## src/rtl/fp_check_wire.sv

```systemverilog
// rtl/fp_check_wire.sv - shared types and constants for the fp_unit result checker
package fp_check_wire;

    localparam logic [31:0] FP_CANON_NAN = 32'h7FC0_0000;

    typedef struct packed {
        logic [31:0] data1;
        logic [31:0] data2;
        logic [31:0] result;
        logic [4:0]  flags;
        logic        nomask;
    } fp_check_entry_type;

    typedef enum logic [1:0] {
        ERR_NONE           = 2'd0,
        ERR_MISMATCH       = 2'd1,
        ERR_UNDERFLOW      = 2'd2,
        ERR_PUSH_AFTER_END = 2'd3
    } fp_check_err_type;

    // A canonical NaN result matches any NaN-shaped expectation unless the op
    // produces integer/compare results, where the bit pattern is exact.
    function automatic logic entry_mismatch(input fp_check_entry_type entry,
                                            input logic [31:0]        calc_result,
                                            input logic [4:0]         calc_flags);
        logic [31:0] diff;
        diff = entry.result ^ calc_result;
        if (!entry.nomask && calc_result == FP_CANON_NAN) begin
            diff[21:0] = 22'd0;
            diff[31]   = 1'b0;
        end
        return (diff != 32'd0) || (entry.flags != calc_flags);
    endfunction

endpackage

```

## src/rtl/fp_check_fifo.sv

```systemverilog
// rtl/fp_check_fifo.sv - synchronous FIFO of expectation entries
module fp_check_fifo
    import fp_check_wire::*;
#(
    parameter int DEPTH = 8,
    parameter int AW    = $clog2(DEPTH)
) (
    input  logic               clock,
    input  logic               reset,
    input  logic               push,
    input  fp_check_entry_type push_entry,
    input  logic               pop,
    output fp_check_entry_type head_entry,
    output logic               full,
    output logic               empty,
    output logic [AW:0]        count
);

    fp_check_entry_type mem_q [DEPTH];
    fp_check_entry_type mem_d [DEPTH];
    logic [AW-1:0]      wr_ptr_q, wr_ptr_d;
    logic [AW-1:0]      rd_ptr_q, rd_ptr_d;
    logic [AW:0]        count_q, count_d;
    logic               push_ok;
    logic               pop_ok;

    assign full       = (count_q == (AW+1)'(DEPTH));
    assign empty      = (count_q == '0);
    assign count      = count_q;
    assign head_entry = mem_q[rd_ptr_q];
    assign push_ok    = push && !full;
    assign pop_ok     = pop && !empty;

    always_comb begin
        mem_d    = mem_q;
        wr_ptr_d = wr_ptr_q;
        rd_ptr_d = rd_ptr_q;
        count_d  = count_q;
        if (push_ok) begin
            mem_d[wr_ptr_q] = push_entry;
            wr_ptr_d        = wr_ptr_q + 1'b1;
        end
        if (pop_ok) begin
            rd_ptr_d = rd_ptr_q + 1'b1;
        end
        case ({push_ok, pop_ok})
            2'b10:   count_d = count_q + 1'b1;
            2'b01:   count_d = count_q - 1'b1;
            default: count_d = count_q;
        endcase
    end

    always_ff @(posedge clock) begin
        mem_q <= mem_d;
    end

    always_ff @(posedge clock) begin
        if (!reset) begin
            wr_ptr_q <= '0;
            rd_ptr_q <= '0;
            count_q  <= '0;
        end else begin
            wr_ptr_q <= wr_ptr_d;
            rd_ptr_q <= rd_ptr_d;
            count_q  <= count_d;
        end
    end

endmodule

```

## src/rtl/fp_result_check.sv

```systemverilog
// rtl/fp_result_check.sv - in-order checker comparing fp_unit results against expectations
module fp_result_check
    import fp_check_wire::*;
#(
    parameter int DEPTH = 8,
    parameter int AW    = $clog2(DEPTH)
) (
    input  logic          clock,
    input  logic          reset,
    input  logic          exp_valid,
    output logic          exp_ready,
    input  logic [31:0]   exp_data1,
    input  logic [31:0]   exp_data2,
    input  logic [31:0]   exp_result,
    input  logic [4:0]    exp_flags,
    input  logic          exp_nomask,
    input  logic          res_valid,
    input  logic [31:0]   res_result,
    input  logic [4:0]    res_flags,
    input  logic          stream_end,
    output logic          busy,
    output logic          pass,
    output logic          fail,
    output logic [1:0]    err_code,
    output logic [31:0]   err_data1,
    output logic [31:0]   err_data2,
    output logic [31:0]   err_expected,
    output logic [31:0]   err_calculated,
    output logic [4:0]    err_flags_exp,
    output logic [4:0]    err_flags_calc,
    output logic [31:0]   vec_count,
    output logic [AW:0]   pending
);

    localparam logic [1:0] ST_RUN   = 2'd0;
    localparam logic [1:0] ST_DRAIN = 2'd1;
    localparam logic [1:0] ST_PASS  = 2'd2;
    localparam logic [1:0] ST_FAIL  = 2'd3;

    logic [1:0]         state_q, state_d;
    fp_check_err_type   err_code_q, err_code_d;
    logic [31:0]        err_data1_q, err_data1_d;
    logic [31:0]        err_data2_q, err_data2_d;
    logic [31:0]        err_expected_q, err_expected_d;
    logic [31:0]        err_calculated_q, err_calculated_d;
    logic [4:0]         err_flags_exp_q, err_flags_exp_d;
    logic [4:0]         err_flags_calc_q, err_flags_calc_d;
    logic [31:0]        vec_count_q, vec_count_d;

    fp_check_entry_type push_entry;
    fp_check_entry_type head_entry;
    logic               fifo_full;
    logic               fifo_empty;
    logic [AW:0]        fifo_count;
    logic               active;
    logic               push;
    logic               pop;
    logic               underflow_err;
    logic               mismatch_err;
    logic               late_push_err;

    assign push_entry = '{data1: exp_data1, data2: exp_data2, result: exp_result,
                          flags: exp_flags, nomask: exp_nomask};

    assign active    = (state_q == ST_RUN) || (state_q == ST_DRAIN);
    assign exp_ready = !fifo_full && (state_q == ST_RUN);
    assign push      = exp_valid && exp_ready;

    // Occupancy is the pre-push value, so a same-cycle push never satisfies a result.
    assign underflow_err = active && res_valid && fifo_empty;
    assign pop           = active && res_valid && !fifo_empty;
    assign mismatch_err  = pop && entry_mismatch(head_entry, res_result, res_flags);
    assign late_push_err = (state_q == ST_DRAIN) && exp_valid;

    fp_check_fifo #(
        .DEPTH (DEPTH),
        .AW    (AW)
    ) u_fifo (
        .clock      (clock),
        .reset      (reset),
        .push       (push),
        .push_entry (push_entry),
        .pop        (pop),
        .head_entry (head_entry),
        .full       (fifo_full),
        .empty      (fifo_empty),
        .count      (fifo_count)
    );

    always_comb begin
        state_d          = state_q;
        err_code_d       = err_code_q;
        err_data1_d      = err_data1_q;
        err_data2_d      = err_data2_q;
        err_expected_d   = err_expected_q;
        err_calculated_d = err_calculated_q;
        err_flags_exp_d  = err_flags_exp_q;
        err_flags_calc_d = err_flags_calc_q;
        vec_count_d      = vec_count_q;

        if (pop) begin
            vec_count_d = vec_count_q + 32'd1;
        end

        if (underflow_err) begin
            state_d          = ST_FAIL;
            err_code_d       = ERR_UNDERFLOW;
            err_calculated_d = res_result;
            err_flags_calc_d = res_flags;
        end else if (mismatch_err) begin
            state_d          = ST_FAIL;
            err_code_d       = ERR_MISMATCH;
            err_data1_d      = head_entry.data1;
            err_data2_d      = head_entry.data2;
            err_expected_d   = head_entry.result;
            err_flags_exp_d  = head_entry.flags;
            err_calculated_d = res_result;
            err_flags_calc_d = res_flags;
        end else if (late_push_err) begin
            state_d    = ST_FAIL;
            err_code_d = ERR_PUSH_AFTER_END;
        end else begin
            case (state_q)
                ST_RUN: begin
                    if (stream_end) begin
                        state_d = ST_DRAIN;
                    end
                end
                ST_DRAIN: begin
                    if (fifo_empty && !pop) begin
                        state_d = ST_PASS;
                    end
                end
                default: state_d = state_q;
            endcase
        end
    end

    always_ff @(posedge clock) begin
        if (!reset) begin
            state_q          <= ST_RUN;
            err_code_q       <= ERR_NONE;
            err_data1_q      <= '0;
            err_data2_q      <= '0;
            err_expected_q   <= '0;
            err_calculated_q <= '0;
            err_flags_exp_q  <= '0;
            err_flags_calc_q <= '0;
            vec_count_q      <= '0;
        end else begin
            state_q          <= state_d;
            err_code_q       <= err_code_d;
            err_data1_q      <= err_data1_d;
            err_data2_q      <= err_data2_d;
            err_expected_q   <= err_expected_d;
            err_calculated_q <= err_calculated_d;
            err_flags_exp_q  <= err_flags_exp_d;
            err_flags_calc_q <= err_flags_calc_d;
            vec_count_q      <= vec_count_d;
        end
    end

    assign busy           = active;
    assign pass           = (state_q == ST_PASS);
    assign fail           = (state_q == ST_FAIL);
    assign err_code       = err_code_q;
    assign err_data1      = err_data1_q;
    assign err_data2      = err_data2_q;
    assign err_expected   = err_expected_q;
    assign err_calculated = err_calculated_q;
    assign err_flags_exp  = err_flags_exp_q;
    assign err_flags_calc = err_flags_calc_q;
    assign vec_count      = vec_count_q;
    assign pending        = fifo_count;

endmodule

```

## config.mk

```make
export PLATFORM = sky130hd
export DESIGN_NAME = fp_result_check
export DESIGN_NICKNAME = d
export VERILOG_FILES = /design/src/rtl/fp_check_wire.sv /design/src/rtl/fp_check_fifo.sv /design/src/rtl/fp_result_check.sv
export SDC_FILE = /design/constraint.sdc
export NUM_CORES = 1
export LEC_CHECK = 0
export BUFFER_PORTS_ARGS = -buffer_cell sky130_fd_sc_hd__buf_2
export CORE_MARGIN = 3
export CORE_UTILIZATION = 45
export CTS_CLUSTER_DIAMETER = 40
export DETAILED_ROUTE_END_ITERATION = 8
export PLACE_DENSITY_LB_ADDON = 0.25
export SETUP_SLACK_MARGIN = 0.05
export SLEW_MARGIN = 20
export SYNTH_ARGS = -nofsm -noshare
export SYNTH_HDL_FRONTEND = slang
export SYNTH_SLANG_ARGS = --single-unit
```

## constraint.sdc

```tcl
create_clock -name clock -period 9.6 [get_ports clock]
set_input_delay 0.96 -clock clock [delete_from_list [all_inputs] [get_ports clock]]
set_output_delay 0.96 -clock clock [all_outputs]
set_load 0.1 [all_outputs]
```

==> results of run 1 <==
logic make-up after synthesis:
| logic type | share of synthesized area (%) |
|---|---|
| DFF | 72.4 |
| muxes | 16.7 |
| and+or+nand+nor | 4.17 |
| buffers and inverters | 2.45 |
| AOI/OAI and AO/OA | 2.59 |
| xor gates and xnor gates | 1.53 |
| adders and majority gates | 0.244 |
final cells by class:
| class | instances | area [µm²] |
|---|---|---|
| fill | 6656 | 38700 |
| sequential | 1000 | 28200 |
| multi-input combinational | 958 | 9910 |
| clock buffer | 163 | 3710 |
| timing repair buffer | 356 | 1900 |
| tap | 1144 | 1430 |
| clock inverter | 92 | 1320 |
| inverter | 83 | 313 |
| antenna | 12 | 30.0 |
per-stage QoR:
step           cells  setup slack [ns]  utilization, %  hold WS, ns  area (µm²)
3_5_place_dp    3541              3.66            48.8        0.450       41700
5_1_grt         3798              3.24            54.7        0.475       46800
6_report        3808              3.71            54.7        0.455       46800
3_3_place_gp    3541              3.80            48.8        0.442       41700
2_1_floorplan   2154             0.657               -        0.462       39000
4_1_cts         3796              3.66            54.7        0.455       46800
how the worst min path moves through the flow:
| stage | startpoint | endpoint |
|---|---|---|
| after floorplan | u_fifo.wr_ptr_q[0] | u_fifo.wr_ptr_q[0] |
| after global placement | err_data1[25] | err_data1[25] |
| after detailed placement | err_data1[0] | err_data1[0] |
| after CTS | exp_data1[4] | u_fifo.mem_q[482] |
| after global routing | err_data1[12] | err_data1[12] |
| final | err_data1[9] | err_data1[9] |
worst max-delay path, cell delays in order (launching register included):
cell and delay (ns):
sky130_fd_sc_hd__dfxtp_4 0.90, sky130_fd_sc_hd__buf_4 0.73, sky130_fd_sc_hd__nor2b_1 0.38, sky130_fd_sc_hd__a22o_1 0.29, sky130_fd_sc_hd__a221oi_1 0.35, sky130_fd_sc_hd__xnor2_1 0.13, sky130_fd_sc_hd__nor4_1 0.40, sky130_fd_sc_hd__a41oi_1 0.37
sky130_fd_sc_hd__o21ai_4 0.95, sky130_fd_sc_hd__buf_4 0.91, sky130_fd_sc_hd__mux2i_1 0.28
metal layers:
layer	GRT usage [%]	up-vias	routed length, µm
li1	-	9187	-
met4	6.29	18	2310
met1	26.5	10600	37600
met3	5.09	179	6080
met5	0	-	109
met2	34.2	641	45500
sequential cells by signal (all words and copies together), names as in the netlist:
| register | cells |
|---|---|
| u_fifo.count | 4 |
| u_fifo.wr_ptr_q | 3 |
| err_flags_calc | 5 |
| vec_count | 32 |
| err_data1 | 32 |
| err_code | 2 |
| u_fifo.mem_q | 816 |
| u_fifo.rd_ptr_q | 3 |
| err_data2 | 32 |
| state_q | 2 |
| err_expected | 32 |
| err_calculated | 32 |
| err_flags_exp | 5 |
cells in the mapped netlist, types with 2 or more instances:
cell type / number
sky130_fd_sc_hd__mux4_2: 176
sky130_fd_sc_hd__nand4_1: 13
sky130_fd_sc_hd__and3_1: 4
sky130_fd_sc_hd__a211oi_1: 7
sky130_fd_sc_hd__xor2_1: 22
sky130_fd_sc_hd__nand3_1: 9
sky130_fd_sc_hd__inv_1: 82
sky130_fd_sc_hd__nor2_1: 54
sky130_fd_sc_hd__buf_2: 9
sky130_fd_sc_hd__edfxtp_1: 816
sky130_fd_sc_hd__buf_1: 16
sky130_fd_sc_hd__o32ai_2: 30
sky130_fd_sc_hd__buf_4: 13
sky130_fd_sc_hd__or3_1: 7
sky130_fd_sc_hd__xnor2_1: 46
sky130_fd_sc_hd__nor3_1: 8
sky130_fd_sc_hd__a22o_1: 8
sky130_fd_sc_hd__ha_1: 6
sky130_fd_sc_hd__or2_2: 4
sky130_fd_sc_hd__buf_8: 2
sky130_fd_sc_hd__nand2b_1: 22
sky130_fd_sc_hd__mux2_2: 87
sky130_fd_sc_hd__and2_1: 20
sky130_fd_sc_hd__and4_1: 4
sky130_fd_sc_hd__o22ai_1: 10
sky130_fd_sc_hd__nand2_1: 196
sky130_fd_sc_hd__mux2i_1: 154
sky130_fd_sc_hd__a221oi_1: 8
sky130_fd_sc_hd__clkbuf_1: 55
sky130_fd_sc_hd__o21ai_0: 11
sky130_fd_sc_hd__nor2b_1: 6
sky130_fd_sc_hd__nor4_1: 12
sky130_fd_sc_hd__a21oi_1: 16
sky130_fd_sc_hd__o32ai_1: 7
sky130_fd_sc_hd__buf_6: 18
sky130_fd_sc_hd__dfxtp_1: 184
power by group through the flow:
stage	Clock (mW)	Sequential [mW]	Combinational, mW
3_3_place_gp	0	5.08	2.06
3_5_place_dp	0	5.09	2.08
2_1_floorplan	0	5.71	1.02
6_report	5.41	5.00	2.06
4_1_cts	5.52	5.00	2.08
5_1_grt	5.72	5.02	2.18
==> flow_summary_export.csv, run 1 <==
group,metric,value,unit
run_status,result_of_the_run,"finished, final reports clean",
critical_path,worst_path_required,10.22,ns
sta,max_clock_freq,170,MHz
placed_design,io_buffers,323,
grt,grt_pass1_vias,21800,
grt,groute.usage.overall,20.5,%
pwr,power_density_over_cell_area,266,mW/mm²
pwr,power.clock.fraction,43.4,%
yosys,syn-cell-area,0.0390,mm²
cts,cts_setup_buffers,0,
cts,cts_tree,"built",
sta,period_utilization,61.3,%
route,vias_per_cell,5.41,
yosys,prevailing_post_synth_register_cell,"sky130_fd_sc_hd__edfxtp_1",
yosys,synth_top_area_share,62.9,%
cts,htreeDepth,4,
route,route.final.wire_length,91700,µm
route,detail_route.iter0.violations,1590,
route,route.antenna.remaining_nets,0,
yosys,synth_nets,2305,
pwr,p_total,12.5,mW
sta,min_period,5.89,ns
grt,gr-total-overflow,0,
cells_and_area,final_net_count,2688,
route,first_pass_iteration_count_of_the_detailed_router,5,
hold_path,hold_class,"flop to flop",
yosys,avg_cell_area_syn,18.1,µm²
sta,relSlewSlack,26.8,%
yosys,synth_enable_flop_cells,816,
yosys,netlist-cell-type-count,48,
cts,cts_inserted_buffers,138,
yosys,ys_top_cells_by_area,"sky130_fd_sc_hd__edfxtp_1 (63%), sky130_fd_sc_hd__mux4_2 (10%), sky130_fd_sc_hd__dfxtp_1 (9.5%)",
critical_path,worst_setup_path_startpoint,"u_fifo.rd_ptr_q[0]",
grt,grt_antenna_before_repair,31,
sta,timing_max_transition_violations_final,0,
critical_path,timing_endpoint_of_the_critical_path,"err_data1[13]",
critical_path,critPathMaxFanout,46,
grt,grt_max_degree,143,
critical_path,worst_setup_path_start_kind,"flop",
sta,totalNegativeSetupSlack,0,ns
cts,clk_pin_slew,0.06,ns
route,drc,0,
floorplan,pin_count,324,
pwr,p_sw,3.46,mW
yosys,synthArstFlopShare,0,%
hold_path,number_of_cells_on_the_worst_hold_path,2,
cells_and_area,mostFrequentLayoutCells,"sky130_fd_sc_hd__edfxtp_1 (816), sky130_fd_sc_hd__buf_2 (322), sky130_fd_sc_hd__nand2_1 (196)",
pwr,combinational_power_share,16.5,%
floorplan,initial_cell_density_of_the_core,45.5,%
placed_design,place_congestion,0.856,
sta,setup_repair_after_global_routing_missed_its_margin,"false",
critical_path,reg2regPathDepth,10,
yosys,yosys_warnings,0,
sta,hold_viol_final,0,
pwr,vdd_drop_max,172,µV
cells_and_area,final_common_cell,"sky130_fd_sc_hd__edfxtp_1",
critical_path,setup.worst_path.end_class,"flop",
cts,cts.path.max_buffers,3,
cells_and_area,synth_to_layout_area_growth,20.2,%
critical_path,reg2reg_to,"err_data1[13]",
sta,finalSetupViolations,0,
critical_path,critPathKind,"flop to flop",
critical_path,r2r_slack,3.71,ns
cells_and_area,drive_gt1_share,34.2,%
critical_path,crit_arrival,6.50,ns
yosys,yosysTopAreaCell,"sky130_fd_sc_hd__edfxtp_1",
yosys,synth.yosys.seq_area_share,72.4,%
route,vias,20600,
sta,worst_clock_skew,0.0353,ns
pwr,power.leakage,16.5,nW
cts,clock_latency,0.71,ns
grt,first_pass_grt_wire_length,137000,µm
placed_design,hpwl,54200,µm
cts,clock_sinks,1000,
cts,cts_root_buf,"sky130_fd_sc_hd__clkbuf_16",
yosys,synth-seq-cells,1000,
pwr,intPower,9.00,mW
floorplan,core_area,0.0855,mm²
floorplan,dieArea,0.0901,mm²
route,post_drt_wl_per_cell,24.1,µm
pwr,seqPwrFrac,40.1,%
floorplan,num_rows,107,
yosys,synthesis.instances,2154,
critical_path,reg2reg_from,"u_fifo.rd_ptr_q[0]",
cts,ctsHoldBuffers,0,
floorplan,die_width,300,µm
sta,tightest_slew,1.09,ns
pwr,switching_share,27.8,%
cts,cts_resized,0,
floorplan,vertical_die_dimension,300,µm
run,max-cap-violations,0,
No activity file was read; power rests on OpenSTA's default activity.
==> run 2: changes to the inputs <==
Clock period 9.6 ns to 5.8 ns, I/O delays scaled along.
==> flow_summary_export.csv, run 2 (same netlist as run 1, synthesis figures left out) <==
group,metric,value,unit
cells_and_area,final_core_utilization,54.4,%
route,first_pass_iteration_count_of_the_detailed_router,6,
cts,clock_sinks,1000,
cts,cts_setup_buffers,0,
cts,cts_root_buf,"sky130_fd_sc_hd__clkbuf_16",
pwr,seqPwrFrac,41.7,%
route,drc,0,
cells_and_area,synth_to_layout_area_growth,19.5,%
grt,grt-busiest-layer,"met2",
floorplan,pin_count,324,
route,detail_route.iter0.violations,1303,
sta,timing_max_transition_violations_final,0,
critical_path,critPathKind,"flop to flop",
run,max-cap-violations,0,
hold_path,start_point_of_the_worst_hold_path,"exp_data1[11]",
grt,first_pass_grt_wire_length,136000,µm
pwr,power.leakage,16.3,nW
sta,min_period,4.69,ns
cells_and_area,final_net_count,2700,
placed_design,dp_cells,3558,
cells_and_area,stdcell_count,3817,
grt,grt_antenna_before_repair,24,
grt,grt_use_met2,33.8,%
run_status,result_of_the_run,"finished, final reports clean",
critical_path,reg2reg_from,"u_fifo.rd_ptr_q[0]",
cts,cts.path.max_buffers,3,
hold_path,number_of_cells_on_the_worst_hold_path,1,
route,route.final.wire_length,90500,µm
sta,relSlewSlack,24.0,%
sta,hold_ws,0.134,ns
grt,grt_pass1_vias,21600,
sta,finalSetupViolations,0,
placed_design,place_congestion,0.864,
sta,totalNegativeSetupSlack,0,ns
cells_and_area,layout.cell_area.non_filler,0.0465,mm²
cts,htreeDepth,4,
cells_and_area,max_flop_register,"u_fifo.mem_q",
sta,hold_viol_final,0,
pwr,switching_share,29.1,%
critical_path,worst_setup_path_start_kind,"flop",
cells_and_area,largest_register_ff_count,816,
placed_design,hpwl,54500,µm
critical_path,worst_path_required,6.39,ns
placed_design,placed_cell_area,0.0420,mm²
floorplan,core_area,0.0855,mm²
route,post_drt_wl_per_cell,23.7,µm
sta,max_clock_freq,213,MHz
hold_path,hold_class,"primary input to flop",
grt,grt_max_degree,80,
route,route.antenna.remaining_nets,0,
sta,setup_repair_after_global_routing_missed_its_margin,"false",
floorplan,vertical_die_dimension,300,µm
pwr,power.clock.fraction,40.8,%
floorplan,dieArea,0.0901,mm²
sta,tightest_slew,1.14,ns
floorplan,num_rows,107,
critical_path,setup.worst_path.end_class,"flop",
cells_and_area,final_common_cell,"sky130_fd_sc_hd__edfxtp_1",
cells_and_area,final.fill_count,6720,
route,vias_per_cell,5.38,
placed_design,placement.setup.worst_slack,1.00,ns
grt,groute.usage.overall,20.2,%
cts,cts_resized,0,
cells_and_area,mostFrequentLayoutCells,"sky130_fd_sc_hd__edfxtp_1 (816), sky130_fd_sc_hd__buf_2 (322), sky130_fd_sc_hd__nand2_1 (196)",
cts,clk_pin_slew,0.06,ns
pwr,vdd_drop_max,340,µV
placed_design,io_buffers,323,
pwr,p_total,19.8,mW
grt,gr-total-overflow,0,
sta,period_utilization,80.9,%
floorplan,die_width,300,µm
pwr,intPower,14.1,mW
cts,cts_tree,"built",
floorplan,initial_cell_density_of_the_core,45.5,%
grt,grt.met3_usage,4.84,%
cts,cts_inserted_buffers,133,
pwr,combinational_power_share,17.5,%
grt,grt_use_met1,26.3,%
pwr,power_density_over_cell_area,426,mW/mm²
critical_path,reg2reg_to,"err_expected[31]",
hold_path,hold_path_end,"u_fifo.mem_q[183]",
sta,final_ws_setup,1.11,ns
route,vias,20500,
critical_path,critPathMaxFanout,46,
critical_path,crit_arrival,5.28,ns
cts,ctsHoldBuffers,0,
critical_path,r2r_slack,1.11,ns
cts,clock_latency,0.71,ns
critical_path,reg2regPathDepth,10,
cells_and_area,drive_gt1_share,34.4,%
pwr,p_sw,5.77,mW
sta,worst_clock_skew,0.0321,ns
[run 2: changes by cell type in the layout (fill, tap and decap cells not counted), sizes merged]
| cell | delta |
|---|---|
| clkinvlp | +11 |
| inv | +6 |
| diode | -1 |
| bufinv | -14 |
| buf | +17 |
| clkinv | +3 |
| clkbuf | -13 |
[run 2: worst max path at each step]
| stage | startpoint | endpoint | slack, ns | cells after the start |
|---|---|---|---|---|
| after detailed placement | u_fifo.rd_ptr_q[0] | err_expected[31] | 1.00 | 10 |
| after CTS | u_fifo.rd_ptr_q[0] | err_expected[31] | 0.99 | 10 |
| final | u_fifo.rd_ptr_q[0] | err_expected[31] | 1.11 | 10 |
| after global routing | u_fifo.rd_ptr_q[0] | err_expected[20] | 0.79 | 10 |
| after floorplan | u_fifo.count[1] | u_fifo.mem_q[714] | 0.07 | 5 |
| after global placement | u_fifo.rd_ptr_q[0] | err_expected[20] | 1.08 | 10 |
[run 2: critical path: stages, from the launching register on]
cell                       delay, ns
sky130_fd_sc_hd__dfxtp_4        0.91
sky130_fd_sc_hd__buf_4          0.81
sky130_fd_sc_hd__nor2b_1        0.10
sky130_fd_sc_hd__a211oi_1       0.24
sky130_fd_sc_hd__a211oi_1       0.13
sky130_fd_sc_hd__xnor2_1        0.15
sky130_fd_sc_hd__nor4_1         0.51
sky130_fd_sc_hd__a41oi_1        0.40
sky130_fd_sc_hd__o21ai_4        0.62
sky130_fd_sc_hd__buf_12         0.30
sky130_fd_sc_hd__mux2_2         0.36
[run 2: final cells by class]
type / count / area (µm²) / share of cell area, %
Clock buffer: 150 / 3460 / 7.44
Sequential cell: 1000 / 28200 / 60.6
Antenna cell: 11 / 27.5 / 0.0591
Inverter: 83 / 313 / 0.672
Clock inverter: 98 / 1060 / 2.29
Multi-Input combinational cell: 958 / 9920 / 21.3
Timing Repair Buffer: 373 / 2130 / 4.57
Tap cell: 1144 / 1430 / 3.08
[run 2: power groups by stage]
stage,logic (mW),registers [mW],clock network [mW]
after global routing,3.67,8.30,8.60
after CTS,3.51,8.27,8.27
after detailed placement,3.50,8.42,0
after global placement,3.46,8.41,0
after floorplan,1.69,9.44,0
final,3.46,8.27,8.09
[run 2: layer usage]
layer / vias up / share of wire (%)
li1: 9180 / -
met1: 10600 / 42
met2: 591 / 50
met3: 138 / 5.6
met4: 18 / 2.0
met5: - / 0.15
==> run 3: changes to the inputs <==
Settings changed: ABC_AREA from default to 1.
Clock period 5.8 ns to 4.5 ns, I/O delays scaled along.
==> flow_summary_export.csv, run 3 <==
group,metric,value,unit
route,vias_per_cell,5.35,
route,post_drt_wl_per_cell,20.9,µm
sta,period_utilization,87.9,%
sta,setup_repair_after_global_routing_missed_its_margin,"false",
yosys,synthArstFlopShare,0,%
pwr,p_sw,13.6,mW
yosys,avg_cell_area_syn,10.9,µm²
critical_path,reg2reg_to,"err_data2[28]",
route,route.antenna.remaining_nets,0,
route,vias,28900,
cts,cts_inserted_buffers,142,
critical_path,critPathKind,"flop to flop",
yosys,yosys_warnings,0,
cells_and_area,layout.cell_area.non_filler,0.0491,mm²
pwr,seqPwrFrac,33.8,%
critical_path,crit_arrival,4.55,ns
pwr,switching_share,40.0,%
grt,first_pass_grt_wire_length,170000,µm
cts,clock_sinks,1000,
sta,max_clock_freq,253,MHz
sta,totalNegativeSetupSlack,0,ns
floorplan,pin_count,324,
yosys,synth.yosys.seq_area_share,69.9,%
critical_path,worst_path_required,5.09,ns
floorplan,dieArea,0.0932,mm²
yosys,yosysTopAreaCell,"sky130_fd_sc_hd__edfxtp_1",
hold_path,number_of_cells_on_the_worst_hold_path,1,
grt,groute.usage.overall,23.8,%
yosys,synth.most_common_cell,"sky130_fd_sc_hd__edfxtp_1",
floorplan,num_rows,109,
grt,gr-total-overflow,0,
sta,timing_max_transition_violations_final,0,
hold_path,hold_class,"primary input to flop",
critical_path,reg2reg_from,"u_fifo.rd_ptr_q[0]",
grt,grt_antenna_before_repair,16,
floorplan,initial_cell_density_of_the_core,45.5,%
placed_design,io_buffers,323,
floorplan,vertical_die_dimension,305,µm
pwr,power.clock.fraction,33.4,%
yosys,syn-cell-area,0.0403,mm²
sta,hold_viol_final,0,
placed_design,hpwl,63600,µm
cells_and_area,largest_register_ff_count,816,
critical_path,setup.worst_path.end_class,"flop",
grt,grt_max_degree,217,
cts,htreeDepth,4,
floorplan,core_area,0.0886,mm²
cells_and_area,synth_to_layout_area_growth,21.9,%
yosys,synth_top_area_share,60.8,%
route,drc,0,
sta,hold_ws,0.0424,ns
cells_and_area,final_common_cell,"sky130_fd_sc_hd__edfxtp_1",
yosys,synthesis.instances,3703,
sta,tightest_slew,1.06,ns
sta,relSlewSlack,29.2,%
placed_design,placed_cell_area,0.0432,mm²
pwr,power.leakage,18.9,nW
run_status,result_of_the_run,"finished, final reports clean",
pwr,intPower,20.4,mW
critical_path,r2r_slack,0.55,ns
route,first_pass_iteration_count_of_the_detailed_router,6,
sta,worst_clock_skew,0.0265,ns
critical_path,critPathMaxFanout,115,
pwr,power_density_over_cell_area,692,mW/mm²
cts,clk_pin_slew,0.06,ns
pwr,combinational_power_share,32.8,%
sta,finalSetupViolations,0,
cts,cts.path.max_buffers,3,
floorplan,die_width,305,µm
yosys,netlist-cell-type-count,34,
cts,cts_tree,"built",
hold_path,start_point_of_the_worst_hold_path,"exp_result[8]",
cts,clock_latency,0.73,ns
yosys,synth_nets,3854,
hold_path,hold_path_end,"u_fifo.mem_q[320]",
yosys,prevailing_post_synth_register_cell,"sky130_fd_sc_hd__edfxtp_1",
sta,min_period,3.95,ns
route,route.final.wire_length,112000,µm
route,detail_route.iter0.violations,2508,
yosys,yosys-top-cells-count,"sky130_fd_sc_hd__edfxtp_1 (816), sky130_fd_sc_hd__nand2_1 (660), sky130_fd_sc_hd__nor2_1 (609), sky130_fd_sc_hd__o21ai_0 (382), sky130_fd_sc_hd__inv_1 (266)",
yosys,synth_enable_flop_cells,816,
yosys,synth-seq-cells,1000,
yosys,ys_top_cells_by_area,"sky130_fd_sc_hd__edfxtp_1 (61%), sky130_fd_sc_hd__dfxtp_1 (9.1%), sky130_fd_sc_hd__nand2_1 (6.1%)",
cts,cts_root_buf,"sky130_fd_sc_hd__clkbuf_16",
placed_design,place_congestion,0.838,
cells_and_area,max_flop_register,"u_fifo.mem_q",
run,max-cap-violations,0,
cells_and_area,final.fill_count,7585,
critical_path,reg2regPathDepth,19,
cells_and_area,mostFrequentLayoutCells,"sky130_fd_sc_hd__edfxtp_1 (816), sky130_fd_sc_hd__nand2_1 (660), sky130_fd_sc_hd__nor2_1 (601)",
grt,grt_pass1_vias,28200,
pwr,vdd_drop_max,533,µV
critical_path,worst_setup_path_start_kind,"flop",
cells_and_area,drive_gt1_share,15.1,%
cells_and_area,final_net_count,4249,
cts,cts_setup_buffers,0,
## run 3: cell types whose count changed in the layout (fill, tap and decap cells not counted), moves of 112 or more
cell / previous run / this run
sky130_fd_sc_hd__nor2_1: 48 / 601
sky130_fd_sc_hd__nand2_1: 196 / 660
sky130_fd_sc_hd__o21ai_0: 11 / 382
sky130_fd_sc_hd__inv_1: 82 / 265
sky130_fd_sc_hd__mux4_2: 176 / 0
sky130_fd_sc_hd__nand3_1: 9 / 165
sky130_fd_sc_hd__mux2i_1: 154 / 0
sky130_fd_sc_hd__a21oi_1: 16 / 128
## run 3: worst max path at each step
stage                  endpoint  slack (ns)  cells past startpoint               start
3_5_place_dp   err_expected[21]        0.56                     20  u_fifo.rd_ptr_q[0]
4_1_cts        err_expected[21]        0.53                     20  u_fifo.rd_ptr_q[0]
2_1_floorplan   u_fifo.mem_q[0]        0.05                      5     u_fifo.count[3]
5_1_grt           err_data1[31]        0.25                     17  u_fifo.rd_ptr_q[0]
3_3_place_gp   err_expected[21]        0.57                     20  u_fifo.rd_ptr_q[0]
6_report          err_data2[28]        0.55                     19  u_fifo.rd_ptr_q[0]
## run 3: metrics by stage
stage,instances,power (mW),utilization (%),setup WS [ns]
2_1_floorplan,3703,20.1,-,0.0503
3_3_place_gp,5020,22.6,48.7,0.566
3_5_place_dp,5020,22.7,48.7,0.564
4_1_cts,5384,34.2,55.4,0.527
5_1_grt,5389,35.6,55.4,0.246
6_report,5394,34.0,55.4,0.546
## run 3: layout make-up
class                           instances  area [µm²]  area share (%)
Antenna cell                           10        25.0          0.0509
Inverter                              270        1040            2.12
Clock buffer                          164        3820            7.78
Timing Repair Buffer                  469        3260            6.63
Sequential cell                      1000       28200            57.4
Tap cell                             1165        1460            2.97
Multi-Input combinational cell       2215       10200            20.8
Clock inverter                        101        1110            2.27
## run 3: timing repair
item / 4_1_cts / 5_1_grt
hold buffers: 99 / 0
gates resized for setup: 0 / 1
hold endpoints to repair: 778 / 0
setup endpoints to repair: 0 / 25
## run 3: power by group through the flow
stage	Sequential (mW)	Combinational (mW)	Clock, mW
floorplan	15.1	4.98	0
global placement	11.7	10.9	0
detailed placement	11.7	11.1	0
CTS	11.5	11.2	11.5
global route	11.6	12.1	11.9
finish	11.5	11.2	11.3
## run 3: critical path: stages, from the launching register on
cell,delay [ns]
sky130_fd_sc_hd__dfxtp_4,0.57
sky130_fd_sc_hd__inv_8,0.20
sky130_fd_sc_hd__nand2_1,0.12
sky130_fd_sc_hd__nand3_1,0.07
sky130_fd_sc_hd__nand2_1,0.07
sky130_fd_sc_hd__nand2_1,0.05
sky130_fd_sc_hd__nand2_1,0.14
sky130_fd_sc_hd__inv_1,0.05
sky130_fd_sc_hd__nand2_1,0.11
sky130_fd_sc_hd__buf_4,0.32
sky130_fd_sc_hd__nand3_1,0.18
sky130_fd_sc_hd__nand2_1,0.09
sky130_fd_sc_hd__nor2_1,0.04
sky130_fd_sc_hd__nand2_1,0.09
sky130_fd_sc_hd__nor2_1,0.07
sky130_fd_sc_hd__nand3_1,0.16
sky130_fd_sc_hd__nand2_8,0.07
sky130_fd_sc_hd__bufinv_8,0.81
sky130_fd_sc_hd__buf_4,0.40
sky130_fd_sc_hd__a21oi_1,0.12
## run 3: logic make-up (layout without fill, tap and decap cells)
| logic type | Yosys count | count (layout) | synth area share (%) |
|---|---|---|---|
| AOI/OAI and AO/OA | 688 | 688 | 9.45 |
| xor gates and xnor gates | 9 | 9 | 0.196 |
| adders and majority gates | 7 | 7 | 0.236 |
| buffers and inverters | 488 | 1004 | 4.99 |
| DFF | 1000 | 1000 | 69.9 |
| other | 0 | 10 | 0 |
| and+or+nand+nor | 1511 | 1511 | 15.2 |
## run 3: per-layer routing
metal	share of wire, %	routed length, µm	global-route usage, %	vias to the layer above
met2	47	53200	39.0	1027
li1	-	-	-	13600
met1	42	47600	31.3	14000
met3	7.3	8230	5.31	223
met5	0.055	62	0	-
met4	3.1	3450	8.88	10
